==> src/rtl/sec7_pkg.sv <==
// ---------------------------------------------------------------------------
// sec7_pkg
//   Shared definitions for the seven-segment scan capture block:
//     - digit count and per-digit value width
//     - the eight legal 7-bit segment codes (bit 6 = a ... bit 0 = g)
//     - FSM state type for the capture sequencer
//     - is_onehot() helper used to qualify the digit strobe
// ---------------------------------------------------------------------------
package sec7_pkg;

    localparam int unsigned NUM_DIGITS = 4;
    localparam int unsigned VAL_W      = 3;

    // Segment patterns, active-high, ordering a b c d e f g
    localparam logic [6:0] SEG_CODE_0 = 7'b1111110;
    localparam logic [6:0] SEG_CODE_1 = 7'b0110000;
    localparam logic [6:0] SEG_CODE_2 = 7'b1101101;
    localparam logic [6:0] SEG_CODE_3 = 7'b1111001;
    localparam logic [6:0] SEG_CODE_4 = 7'b0110011;
    localparam logic [6:0] SEG_CODE_5 = 7'b1011011;
    localparam logic [6:0] SEG_CODE_6 = 7'b1011111;
    localparam logic [6:0] SEG_CODE_7 = 7'b1110000;

    typedef enum logic [1:0] {
        IDLE   = 2'd0,
        SETTLE = 2'd1,
        HOLD   = 2'd2
    } scan_state_t;

    // True when exactly one strobe line is active
    function automatic logic is_onehot(input logic [NUM_DIGITS-1:0] v);
        int unsigned n;
        n = 0;
        for (int unsigned i = 0; i < NUM_DIGITS; i++) begin
            n += 32'(v[i]);
        end
        return (n == 1);
    endfunction

endpackage

==> src/rtl/seg7_decode.sv <==
// ---------------------------------------------------------------------------
// seg7_decode
//   Purely combinational pattern decoder for one digit.
//   Ports:
//     seg   in  7  segment pattern, bit 6 = a ... bit 0 = g
//     value out 3  decoded digit value (0 when the pattern is not legal)
//     err   out 1  pattern is not one of the eight legal codes
// ---------------------------------------------------------------------------
module seg7_decode
    import sec7_pkg::*;
(
    input  logic [6:0]       seg,
    output logic [VAL_W-1:0] value,
    output logic             err
);

    always_comb begin
        value = '0;
        err   = 1'b0;
        case (seg)
            SEG_CODE_0: value = 3'd0;
            SEG_CODE_1: value = 3'd1;
            SEG_CODE_2: value = 3'd2;
            SEG_CODE_3: value = 3'd3;
            SEG_CODE_4: value = 3'd4;
            SEG_CODE_5: value = 3'd5;
            SEG_CODE_6: value = 3'd6;
            SEG_CODE_7: value = 3'd7;
            default:    err   = 1'b1;
        endcase
    end

endmodule

==> src/rtl/sec7tobi_scan.sv <==
// ---------------------------------------------------------------------------
// sec7tobi_scan
//   Recovers a 4-digit value from a multiplexed seven-segment display bus.
//   Each digit is captured once its {strobe, pattern} has been stable for
//   STABLE_CYC cycles; when all four digits have been seen the frame is
//   published on dig_val/dig_err with a one-cycle frame_valid pulse.
//   Parameters:
//     STABLE_CYC   cycles a sample must hold before capture (legal 2..15)
//   Ports:
//     clk          in   1   rising-edge clock
//     rst          in   1   synchronous active-high reset
//     seg_in       in   7   segment lines, bit 6 = a ... bit 0 = g
//     an_in        in   4   digit strobe, one-hot when valid
//     dig_val      out  12  captured frame, digit n at [3n+2:3n]
//     dig_err      out  4   per-digit illegal-pattern flag
//     frame_valid  out  1   one-cycle pulse when dig_val/dig_err update
//     busy         out  1   a partial frame is being assembled
// ---------------------------------------------------------------------------
module sec7tobi_scan
    import sec7_pkg::*;
#(
    parameter int unsigned STABLE_CYC = 4
) (
    input  logic                        clk,
    input  logic                        rst,
    input  logic [6:0]                  seg_in,
    input  logic [NUM_DIGITS-1:0]       an_in,
    output logic [NUM_DIGITS*VAL_W-1:0] dig_val,
    output logic [NUM_DIGITS-1:0]       dig_err,
    output logic                        frame_valid,
    output logic                        busy
);

    // Counter value that, held for one more unchanged edge, reaches STABLE_CYC
    localparam logic [3:0] CAP_CNT = 4'(STABLE_CYC - 1);

    // Sample register and its fields
    logic [NUM_DIGITS+6:0]       samp;
    logic [NUM_DIGITS-1:0]       samp_an;
    logic [6:0]                  samp_seg;

    logic [3:0]                  cnt;
    scan_state_t                 state;

    // Frame under assembly
    logic [NUM_DIGITS*VAL_W-1:0] stage_val;
    logic [NUM_DIGITS-1:0]       stage_err;
    logic [NUM_DIGITS-1:0]       seen;
    logic                        load_pend;

    // Combinational helpers
    logic                        chg;
    logic                        in_onehot;
    logic                        capture;
    logic [NUM_DIGITS-1:0]       seen_set;
    logic [VAL_W-1:0]            dec_val;
    logic                        dec_err;

    assign samp_an  = samp[NUM_DIGITS+6:7];
    assign samp_seg = samp[6:0];

    seg7_decode u_decode (
        .seg   (samp_seg),
        .value (dec_val),
        .err   (dec_err)
    );

    always_comb begin
        chg       = ({an_in, seg_in} != samp);
        in_onehot = is_onehot(an_in);
        // SETTLE is only entered with a one-hot strobe, so samp_an selects
        // exactly one slot whenever capture is asserted.
        capture   = (state == SETTLE) && !chg && (cnt == CAP_CNT);
        // A frame load clears seen first; a capture on the same edge then
        // lands in the fresh frame.
        seen_set  = (load_pend ? '0 : seen) | (capture ? samp_an : '0);
        busy      = (seen != '0);
    end

    always_ff @(posedge clk) begin
        if (rst) begin
            samp        <= '0;
            cnt         <= '0;
            state       <= IDLE;
            stage_val   <= '0;
            stage_err   <= '0;
            seen        <= '0;
            load_pend   <= 1'b0;
            dig_val     <= '0;
            dig_err     <= '0;
            frame_valid <= 1'b0;
        end else begin
            samp <= {an_in, seg_in};

            if (chg) begin
                cnt <= '0;
            end else if (cnt != '1) begin
                cnt <= cnt + 4'd1;
            end

            case (state)
                IDLE: begin
                    if (chg && in_onehot) begin
                        state <= SETTLE;
                    end
                end
                SETTLE: begin
                    if (chg) begin
                        state <= in_onehot ? SETTLE : IDLE;
                    end else if (capture) begin
                        state <= HOLD;
                    end
                end
                HOLD: begin
                    if (chg) begin
                        state <= in_onehot ? SETTLE : IDLE;
                    end
                end
                default: state <= IDLE;
            endcase

            for (int unsigned i = 0; i < NUM_DIGITS; i++) begin
                if (capture && samp_an[i]) begin
                    stage_val[VAL_W*i +: VAL_W] <= dec_val;
                    stage_err[i]                <= dec_err;
                end
            end

            seen        <= seen_set;
            load_pend   <= capture && (seen_set == '1);
            frame_valid <= load_pend;

            // Staging is read before this edge's capture write takes effect
            if (load_pend) begin
                dig_val <= stage_val;
                dig_err <= stage_err;
            end
        end
    end

endmodule

==> config.mk <==
export PLATFORM = sky130hd
export DESIGN_NAME = sec7tobi_scan
export DESIGN_NICKNAME = d
export VERILOG_FILES = /design/src/rtl/sec7_pkg.sv /design/src/rtl/seg7_decode.sv /design/src/rtl/sec7tobi_scan.sv
export SDC_FILE = /design/constraint.sdc
export NUM_CORES = 1
export LEC_CHECK = 0
export CAP_MARGIN = 0
export CORE_MARGIN = 2
export CORE_UTILIZATION = 50
export CTS_BUF_LIST = sky130_fd_sc_hd__clkbuf_4
export DETAILED_ROUTE_END_ITERATION = 10
export DONT_BUFFER_PORTS = 1
export GPL_TIMING_DRIVEN = 0
export SYNTH_ARGS = -nofsm -noshare
export SYNTH_HDL_FRONTEND = slang
export SYNTH_SLANG_ARGS = --single-unit
==> constraint.sdc <==
create_clock -name clk -period 4.07 [get_ports clk]
set_input_delay 0.814 -clock clk [delete_from_list [all_inputs] [get_ports clk]]
set_output_delay 0.814 -clock clk [all_outputs]
set_load 0.005 [all_outputs]
-- After elaboration in Yosys (flattened, before gate mapping)
Cells that the tools add are included.
- bits in registers: 55
- input bits: 13
- output and inout bits: 18
- logic and storage cells: 63
- add/subtract/negate cells: 4
- equality and inequality tests: 18
- mux-type cells: 10
- bitwise operators: 1
- reductions and logical operators: 14
- operators with widths (cell ; count):
    equality test 7 bit (second input constant) ; 6
    case mux 3 bit (7 select lines) ; 1
    equality test 7 x 6 -> 1 bit (second input constant) ; 2
    inequality test 11 bit ; 1
    logical AND 1 bit ; 8
    two-way mux 2 bit ; 4
    two-way mux 4 bit ; 2
    OR reduction 8 bit ; 1
    case mux 2 bit (3 select lines) ; 1
    adder 3 x 1 -> 4 bit ; 1
    adder 4 x 1 -> 4 bit (second input constant) ; 1
    equality test 4 x 1 -> 1 bit (second input constant) ; 1
    equality test 4 x 2 -> 1 bit (second input constant) ; 1
    equality test 4 bit (second input constant) ; 1
    inequality test 2 bit (second input constant) ; 2
    inequality test 4 bit (second input constant) ; 1
    OR 4 bit ; 1
    nonzero test 4 bit ; 1
    adder 2 x 1 -> 3 bit ; 1
    inequality test 3 bit (second input constant) ; 1
    AND reduction 3 bit ; 1
    adder 1 x 1 -> 2 bit ; 1
    equality test 2 x 1 -> 1 bit (second input constant) ; 1
    equality test 2 bit (second input constant) ; 1
    other kinds (4) ; 5

-- Longest topological paths before layout
Gate-level depths: netlist (run 1).
- word-level depth: 8
- mapped depth: 9
- depth with buffers taken out: 9

-- Cells and area by module
A second synthesis (run 1) with hierarchy kept.
- cells, all modules: 240
- area, all modules: 2488.6 um^2
- by module, submodules not included (module ; times used ; cells each ; area an instance (um^2) ; sequential area each (um^2)):
    sec7tobi_scan ; 1 ; 208 ; 2259.7 ; 1101.1
    seg7_decode ; 1 ; 32 ; 229.0 ; 0.0

-- Worst setup path after synthesis (run 1)
No wires, ideal clock.
- path kind: input to register
- start: in an_in[0]
- end: reg state[0]
- library setup time: 0.071 ns
- arrival: 2.293 ns
- data required time: 3.999 ns
- path slack: 1.706 ns
- cell stages on the path: 9
- buffers on the path: 0
- cells stage by stage: inv_1 > fa_1 > inv_1 > ha_1 > ha_1 > nor2_1 > nand2_1 > a211o_1 > a21oi_1
- longest elaborated chain between the ends: 7
- elaborated cells between the ends (all ways): 17
- classes of those cells: 3 x add/sub; 5 x eq/ne; 4 x mux; 5 x reduce/logical
- ends and longest elaborated chain (item ; line ; text):
    start, declared ; sec7tobi_scan.sv:27 ; input logic [NUM_DIGITS-1:0] an_in,
    adder 1 x 1 -> 2 bit ; sec7_pkg.sv:35 ; n += 32'(v[i]);
    adder 2 x 1 -> 3 bit ; sec7_pkg.sv:35 ;
    adder 3 x 1 -> 4 bit ; sec7_pkg.sv:35 ;
    equality test 4 x 1 -> 1 bit ; sec7_pkg.sv:37 ; return (n == 1);
    two-way mux 1 bit or logical AND 1 bit (tied branches) ; sec7tobi_scan.sv:109, sec7tobi_scan.sv:116, sec7tobi_scan.sv:103 ;
    two-way mux 2 bit (tied with other cells) ; sec7tobi_scan.sv:115 ; if (chg) begin
    case mux 2 bit (3 select lines) or AND reduction 3 bit (tied branches) ; - ;
    end signal, assigned ; sec7tobi_scan.sv:109 ; state <= in_onehot ? SETTLE : IDLE;
    end signal, assigned ; sec7tobi_scan.sv:116 ; state <= in_onehot ? SETTLE : IDLE;
    end, declared ; sec7tobi_scan.sv:43 ; scan_state_t state;
Several ways; a longest one is shown, not always the timed one. The select of a mux whose other input is x is not followed.
A chain may end at the register's enable or synchronous reset.

-- Final worst setup path (run 1)
- start: reg seen[2]
- end: out busy
- longest elaborated chain between the ends: 1
- ends and longest elaborated chain (item ; line ; text):
    start, declared ; sec7tobi_scan.sv:48 ; logic [NUM_DIGITS-1:0] seen;
    start signal, assigned ; sec7tobi_scan.sv:129 ; seen <= seen_set;
    nonzero test 4 bit ; sec7tobi_scan.sv:77 ; busy = (seen != '0);
    end, declared ; sec7tobi_scan.sv:31 ; output logic busy
Every way passes these cells.

==> flow_metrics.tcl, run 1 <==
set metrics [dict create \
    diodes 0 \
    cts_sinks 55 \
    ys_async_sr_fraction 0 \
    synth_fa_ha_area_frac 0.02369 \
    fmax_mhz 472.3 \
    grt_max_degree 19 \
    clk_latency_ns 0.38 \
    grt_first_pass_wirelength_um 7410 \
    fp-row-count 25 \
    dieWidth_um 73.71 \
    antenna_found_initial 0 \
    cts_buffer_depth 2 \
    reg2reg_to "stage_val[8]$_SDFFE_PP0P_" \
    syn_area_um2 2430 \
    antenna_left 0 \
    syn-instance-count 242 \
    cp.required_ns 3.26 \
    grt_pass1_vias 1560 \
    port_buffers 0 \
    ys_ff_latch 55 \
    reg2reg_slack_ns 2.07 \
    relSlewSlack 0.6222 \
    worstSetupPathType "reg -> out" \
    die-area_um2 5433 \
    max_stage_delay_ns 0.57 \
    cts_buffers 5 \
    end_kind "output port" \
    cp_max_fo 3 \
    cp_num_cells 1 \
    hpwl_um 3296 \
    drtIter0Drc 50 \
    placed_cell_area_um2 2497 \
    synth.yosys.warnings 0 \
    synth_edf_count 0 \
    startpoint_type "flop" \
    rsz0062_at_grt "no" \
    root_buffer "clkbuf_4" \
    drive_above_1_share 0.09600 \
    drc 0 \
    synthXorXnorAreaFrac 0.06488 \
    worst-path-buf-inv 0 \
    skew_ns 0.01789 \
    core_area_um2 4692 \
    synth_top_family_by_area "simple AND/OR/NAND/NOR gates" \
    ys_seq_area_frac 0.4531 \
    status "finished clean" \
    path_cells "or4_1" \
    avgSynthCellArea_um2 10.04 \
    ioPinCount 31 \
    cts_tree "done" \
    grt_usage 0.1818 \
    area_growth_pct 6.231 \
    crit_start "seen[2]$_SDFF_PP0_" \
    hold_viol_final 0 \
    synth_nets 259 \
    post_cts_buffers 0 \
    ys_types 41 \
    htree_levels 2 \
    period_minus_slack_ns 2.117 \
    die_height_um 73.71 \
    synth_compound_area_frac 0.06643 \
    p_leak_nw 0.9176 \
    grt_overflow 0 \
    power_density_nw_per_um2 359.5 \
    yosys_most_used_dff "dfxtp_1" \
    worstSetupEndpoint "busy" \
    place_congestion 0.7663 \
    reg2reg_from "cnt[0]$_SDFFE_PP0P_" \
    cts_resized 0 \
    hp-class "reg -> reg" \
    wire_per_inst_um 14.70 \
    dr.pass1.iters 4 \
    num_vias 1594 \
    ir_worst_vdd_v 0.0001885 \
    maxCapViolations 0 \
    timing.final.crit_share 0.5202 \
    worst_pin_slew_ns 0.5667 \
    final_area_um2 2581 \
    synth-simple-area-share 0.2405 \
    clkTransAtPathRegs_ns 0.16 \
    slew_viol_final 0 \
    wirelength_um 4469 \
    synth.area.mux_share 0.1195 \
    critical_path.top_delay_family "simple AND/OR/NAND/NOR gates" \
    worstPathArrival_ns 1.30 \
    worst_path_max_delay_cell "or4_1" \
    nNetsFinal 266 \
    initial_utilization 0.5179 \
    ctsHoldBuffers 0 \
    setup_violations 0 \
    routed_via_density 5.243 \
    hold_path_startpoint "stage_err[0]$_SDFFE_PP0P_" \
    reg2regPathDepth 6 \
    setup_tns_ns 0 \
]
## area by class of cell
| class | instances | area [um^2] |
|---|---|---|
| Buffer | 10 | 47.55 |
| Sequential cell | 55 | 1101 |
| Multi-Input combinational cell | 169 | 1251 |
| Inverter | 8 | 30.03 |
| Tap cell | 54 | 67.56 |
| Clock buffer | 5 | 37.54 |
| Clock inverter | 3 | 46.29 |
| Fill cell | 426 | 2111 |
## registers in the layout (all words and copies together), names as in the netlist
register and cells:
stage_val 12, frame_valid 1, dig_err 4, dig_val 12, samp 11, state 2
cnt 4, seen 4, load_pend 1, stage_err 4
## synth_stat cells, types with 3 or more instances
cell type,number,share of area
dfxtp_1,55,0.45
a21oi_1,6,0.012
nand2b_1,11,0.028
inv_1,8,0.012
ha_1,3,0.015
xnor2_1,11,0.040
mux2i_1,29,0.12
nor2_1,45,0.070
nand2_1,4,0.0062
nor4_4,4,0.035
clkbuf_1,7,0.011
nor2b_1,12,0.031
o22ai_1,6,0.015
nand3_1,9,0.019
## kinds of logic after synthesis
| family | Yosys count |
|---|---|
| DFF | 55 |
| and+or+nand+nor | 98 |
| buffers and inverters | 18 |
| adders and majority gates | 4 |
| xor gates and xnor gates | 15 |
| AOI/OAI and AO/OA | 23 |
| muxes | 29 |
## how the worst min path moves through the flow
stage,end,slack (ns),depth (start not counted)
floorplan,stage_err[2]$_SDFFE_PP0P_,0.46,2
global placement,stage_err[1]$_SDFFE_PP0P_,0.48,2
detailed placement,stage_err[0]$_SDFFE_PP0P_,0.48,2
CTS,stage_err[0]$_SDFFE_PP0P_,0.50,2
global route,stage_err[0]$_SDFFE_PP0P_,0.53,2
finish,stage_err[0]$_SDFFE_PP0P_,0.50,2
## through the flow
stage,setup WS [ns],power [W],hold slack [ns],utilization,std cells
after floorplan,1.706,0.0006210,0.4598,-,242
after global placement,1.653,0.0006334,0.4799,0.5323,296
after detailed placement,1.617,0.0006340,0.4771,0.5323,296
after CTS,1.934,0.0009446,0.5029,0.5501,304
after global routing,1.838,0.0009686,0.5252,0.5501,304
final,1.953,0.0009278,0.4993,0.5501,304
## layout by cell type (no fill, tap or decap), types with 3 or more instances in the layout
cell / count
a21oi_1: 6
clkbuf_1: 7
clkbuf_4: 5
dfxtp_1: 55
ha_1: 3
inv_1: 8
mux2i_1: 29
nand2_1: 4
nand2b_1: 11
nand3_1: 9
nor2_1: 45
nor2b_1: 12
nor4_4: 4
o22ai_1: 6
xnor2_1: 11
## metal layers
| metal | wire length (um) | share of wire | track usage | up-vias |
|---|---|---|---|---|
| met5 | 0 | 0 | 0 | - |
| met4 | 78 | 0.017 | 0.07879 | 0 |
| met3 | 248 | 0.055 | 0.04664 | 7 |
| met2 | 1919 | 0.43 | 0.2718 | 31 |
| met1 | 2223 | 0.50 | 0.2472 | 716 |
| li1 | - | - | - | 840 |
## report_power, final
group	leakage [nW]	internal [W]	switching, W
sequential	0.446	0.000546	0.00000788
clock	0.0418	0.000131	0.000175
combinational	0.430	0.0000287	0.0000393
(Power assumes the default switching activity.)
==> run 2: changes to the inputs <==
- clock period: 4.07 -> 2 ns (I/O delays scaled with it)
==> run 2 against run 1 <==
Net effect: largest cell class unchanged; clock-buffer cell count stayed put; worst setup slack got worse by 1.8 ns; global-route usage increased by 0.23 points; highest routed layer unchanged; register-to-register slack got worse by 1.9 ns; via count increased by 0.25%; sequential power up 100%.
==> flow_metrics.tcl, run 2 (same netlist as run 1, synthesis figures left out) <==
set metrics [dict create \
    reg_top3 "dig_val x12, stage_val x12, samp x11" \
    drc 0 \
    core_area_um2 4692 \
    drtIter0Drc 59 \
    register_area_um2 1104 \
    place_congestion 0.7663 \
    nNetsFinal 269 \
    setup_slack_ns 0.1291 \
    fmax_mhz 534.5 \
    p_leak_nw 0.9291 \
    grt_pass1_vias 1593 \
    worstPathArrival_ns 2.16 \
    final_cell_mix "53 x dfxtp_1, 45 x nor2_1, 29 x mux2i_1" \
    diodes 0 \
    cts_tree "done" \
    worstSetupPathType "reg -> reg" \
    setup_violations 0 \
    maxCapViolations 0 \
    startpoint_type "flop" \
    fp-row-count 25 \
    worst_pin_slew_ns 0.5645 \
    multi_input_area_um2 1260 \
    skew_ns 0.01658 \
    num_vias 1598 \
    cp.required_ns 2.29 \
    htree_levels 2 \
    antenna_found_initial 0 \
    grt_max_degree 19 \
    cts_buffers 5 \
    grt_usage 0.1841 \
    hpwl_um 3296 \
    slew_viol_final 0 \
    clk_latency_ns 0.38 \
    initial_utilization 0.5179 \
    die_height_um 73.71 \
    grt_overflow 0 \
    clkTransAtPathRegs_ns 0.16 \
    fillers 420 \
    grt_first_pass_wirelength_um 7521 \
    area_growth_pct 7.621 \
    end_kind "flop" \
    rsz0062_at_grt "yes" \
    ioPinCount 31 \
    power_density_nw_per_um2 721.8 \
    relSlewSlack 0.6237 \
    timing.final.crit_share 0.9355 \
    wire_per_inst_um 14.85 \
    status "finished clean" \
    wirelength_um 4558 \
    port_buffers 0 \
    dieWidth_um 73.71 \
    post-place-ws_ns -0.03931 \
    die-area_um2 5433 \
    cts_buffer_depth 2 \
    dr.pass1.iters 4 \
    routed_via_density 5.205 \
    hp-class "in -> reg" \
    cp_max_fo 6 \
    ctsHoldBuffers 0 \
    root_buffer "clkbuf_4" \
    period_minus_slack_ns 1.871 \
    antenna_left 0 \
    cts_sinks 55 \
    layout_commonest_cell "dfxtp_1" \
    drive_above_1_share 0.1186 \
    hold_viol_final 0 \
    hold_ws_ns 0.1437 \
    ir_worst_vdd_v 0.0003821 \
]
## run 2: cell count changes in the layout (fill, tap and decap cells not counted), sizes merged
cell	before	now
buf	3	6
## run 2: power breakdown
group	total (W)	switching, W	internal [W]
clock	0.000622	0.000355	0.000268
combinational	0.000139	0.0000806	0.0000583
sequential	0.00113	0.0000159	0.00111
total	0.00189	0.000451	0.00144
## run 2: critical path: stages, from the launching register on
cell and delay (ns):
dfxtp_2 0.39, ha_2 0.22, nor3b_4 0.29, nand3_1 0.18, nor4_4 0.24, buf_4 0.20, mux2i_1 0.20, nor2_1 0.05
## run 2: area by class of cell
type                            instances  share of cell area
Clock buffer                            5             0.01435
Tap cell                               54             0.02584
Buffer                                 10             0.01818
Sequential cell                        55              0.4220
Clock inverter                          3             0.01770
Timing Repair Buffer                    3            0.008612
Inverter                                8             0.01148
Multi-Input combinational cell        169              0.4818
## run 2: per-stage QoR
step,setup TNS (ns),area [um^2],instances,util,power (W)
after floorplan,0,2430,242,-,0.001264
after global placement,-0.008049,2497,296,0.5323,0.001289
after detailed placement,-0.05123,2497,296,0.5323,0.001290
after CTS,0,2604,307,0.5549,0.001922
after global routing,-0.05738,2615,307,0.5573,0.001971
final,0,2615,307,0.5573,0.001888
## run 2: repair_timing
| item | 4_1_cts | 5_1_grt |
|---|---|---|
| resized for setup | 0 | 4 |
| setup endpoints to repair | 6 | 17 |
| setup buffers | 3 | 0 |
| cloned | 0 | 0 |
| pin swaps | 3 | 0 |
## run 2: per-layer routing
layer	share of wire	up-vias	global-route usage
met1	0.50	722	0.2481
met5	0	-	0
met3	0.051	7	0.04664
met2	0.43	27	0.2788
li1	-	842	-
met4	0.017	0	0.07879
## run 2: path summary, 6_finish.rpt
check	start	endpoint	slack [ns]	cells past startpoint
setup / recovery	cnt[0]$_SDFFE_PP0P_	stage_val[2]$_SDFFE_PP0P_	0.13	7
hold / removal	seg_in[4]	samp[4]$_SDFF_PP0_	0.14	1
setup reg to reg	cnt[0]$_SDFFE_PP0P_	stage_val[2]$_SDFFE_PP0P_	0.13	7
hold reg to reg	stage_err[0]$_SDFFE_PP0P_	stage_err[0]$_SDFFE_PP0P_	0.50	2
==> run 3: changes to the inputs <==
- ABC_CLOCK_PERIOD_IN_PS: default -> 2000
==> results of run 3 <==
Final layout, timing and power as in run 2 (identical DEF).
==> RTL change, RTL diff (flow settings as in run 2) <==
Set the package constant `VAL_W` to 6 (it was 3).
--- a/src/rtl/sec7_pkg.sv
+++ b/src/rtl/sec7_pkg.sv
@@ -9,7 +9,7 @@
 package sec7_pkg;
 
     localparam int unsigned NUM_DIGITS = 4;
-    localparam int unsigned VAL_W      = 3;
+    localparam int unsigned VAL_W      = 6;
 
     // Segment patterns, active-high, ordering a b c d e f g
     localparam logic [6:0] SEG_CODE_0 = 7'b1111110;
Interface: changed (resized dig_val); port bits go from 31 to 43. No check against the original RTL was run, so the function may have changed too.
==> RTL change against run 2 <==
Fmax fell by 4.2%. Worst setup slack worse by 0.083 ns. Die area increased by 3.4%. Area after synthesis grew 3.6%. Sequential cell count unchanged. Cell area up 14%. Final cell count is 19% higher. Wire length grew 18%. Power is 2.2% lower. Critical path type unchanged. Largest power group unchanged. Highest routed layer unchanged.
==> RTL change: results <==
[place]
dp_hpwl_mm = 3.61
place_congestion = 0.772

[worst_setup_path]
slowest_stage = "or4_4"
crit_path_start = "samp[0]"
critical_path.max_stage_delay_ns = 0.65
rrSetupSlack_ns = 0.05
crit_fanout = 8
arrival_ns = 2.24
r2r_cells = 4

[routing]
vias = 1880
via_per_inst = 5.16
drt_iter0_drc = 80

[synth]
netlist_top_cells_area = "dfxtp_1, mux2i_1, nor2_1"
synth_cell_types = 47
synth_common_cells = "dfxtp_1, nor2_1, mux2i_1"
synthCells = 268

[finish]
fillCellCount = 440
drive_above_1_share_pct = 21.5

[grt]
grt_max_degree = 18
grt_usage_pct = 19.0
grt_pass1_vias = 1654

[pwr]
comb-power_mw = 0.196
combPwrFrac_pct = 10.6
swShare_pct = 26.4

[status]
run_status = "completed"

[worst_hold_path]
hold_start = "seg_in[6]"

[sta]
slew_headroom_pct = 54.5
[RTL change: cell count changes after synthesis, sizes merged, moves of 5 or more]
cell	before	now
nand2	4	20
a21oi	6	19
nor2	45	30
o22ai	6	1
buf	3	20
mux2i	29	21
[RTL change: repair_timing]
| item | CTS | global route |
|---|---|---|
| setup buffers | 3 | 7 |
| pin swaps | 0 | 5 |
| cloned | 0 | 1 |
| endpoints found under the setup margin | 16 | 16 |
| gates resized for setup | 11 | 21 |
[RTL change: stage by stage]
step | hold slack (ns) | setup slack (ns) | area (µm²)
after floorplan | 0.432 | 0.00107 | 2570
after global placement | 0.442 | -0.162 | 2650
after detailed placement | 0.449 | -0.205 | 2650
after CTS | 0.135 | -0.0753 | 2790
after global routing | 0.129 | -0.0352 | 2980
final | 0.135 | 0.0460 | 2980
[RTL change: routing by layer]
layer	track usage, %	part of all wire [%]	vias up
li1	-	-	961
met1	26.0	46	864
met2	30.1	47	50
met3	4.02	6.0	5
met4	5.95	0.93	0
met5	0	0	-
[RTL change: area by class of cell]
type                    count  area [µm²]  share of cell area [%]
multi-input cells         195        1480                    49.7
flip-flops and latches     55        1110                    37.2
plain buffers              22         144                    4.82
well taps                  67        83.8                    2.81
repair buffers             10        75.1                    2.52
clock buffers               6        45.0                    1.51
inverters                   7        26.3                   0.881
clock inverters             2        17.5                   0.587
[RTL change: logic make-up (layout without fill, tap and decap cells)]
kind of cell	after synthesis	in the layout	share of synthesized area, %
simple gates	109	110	23.3
flops	55	55	43.8
compound gates	34	34	9.35
buf+inv	30	47	7.21
mux	21	21	8.35
xor+xnor	14	14	5.62
fa+ha+maj	4	4	2.29
other cells	1	12	0.149
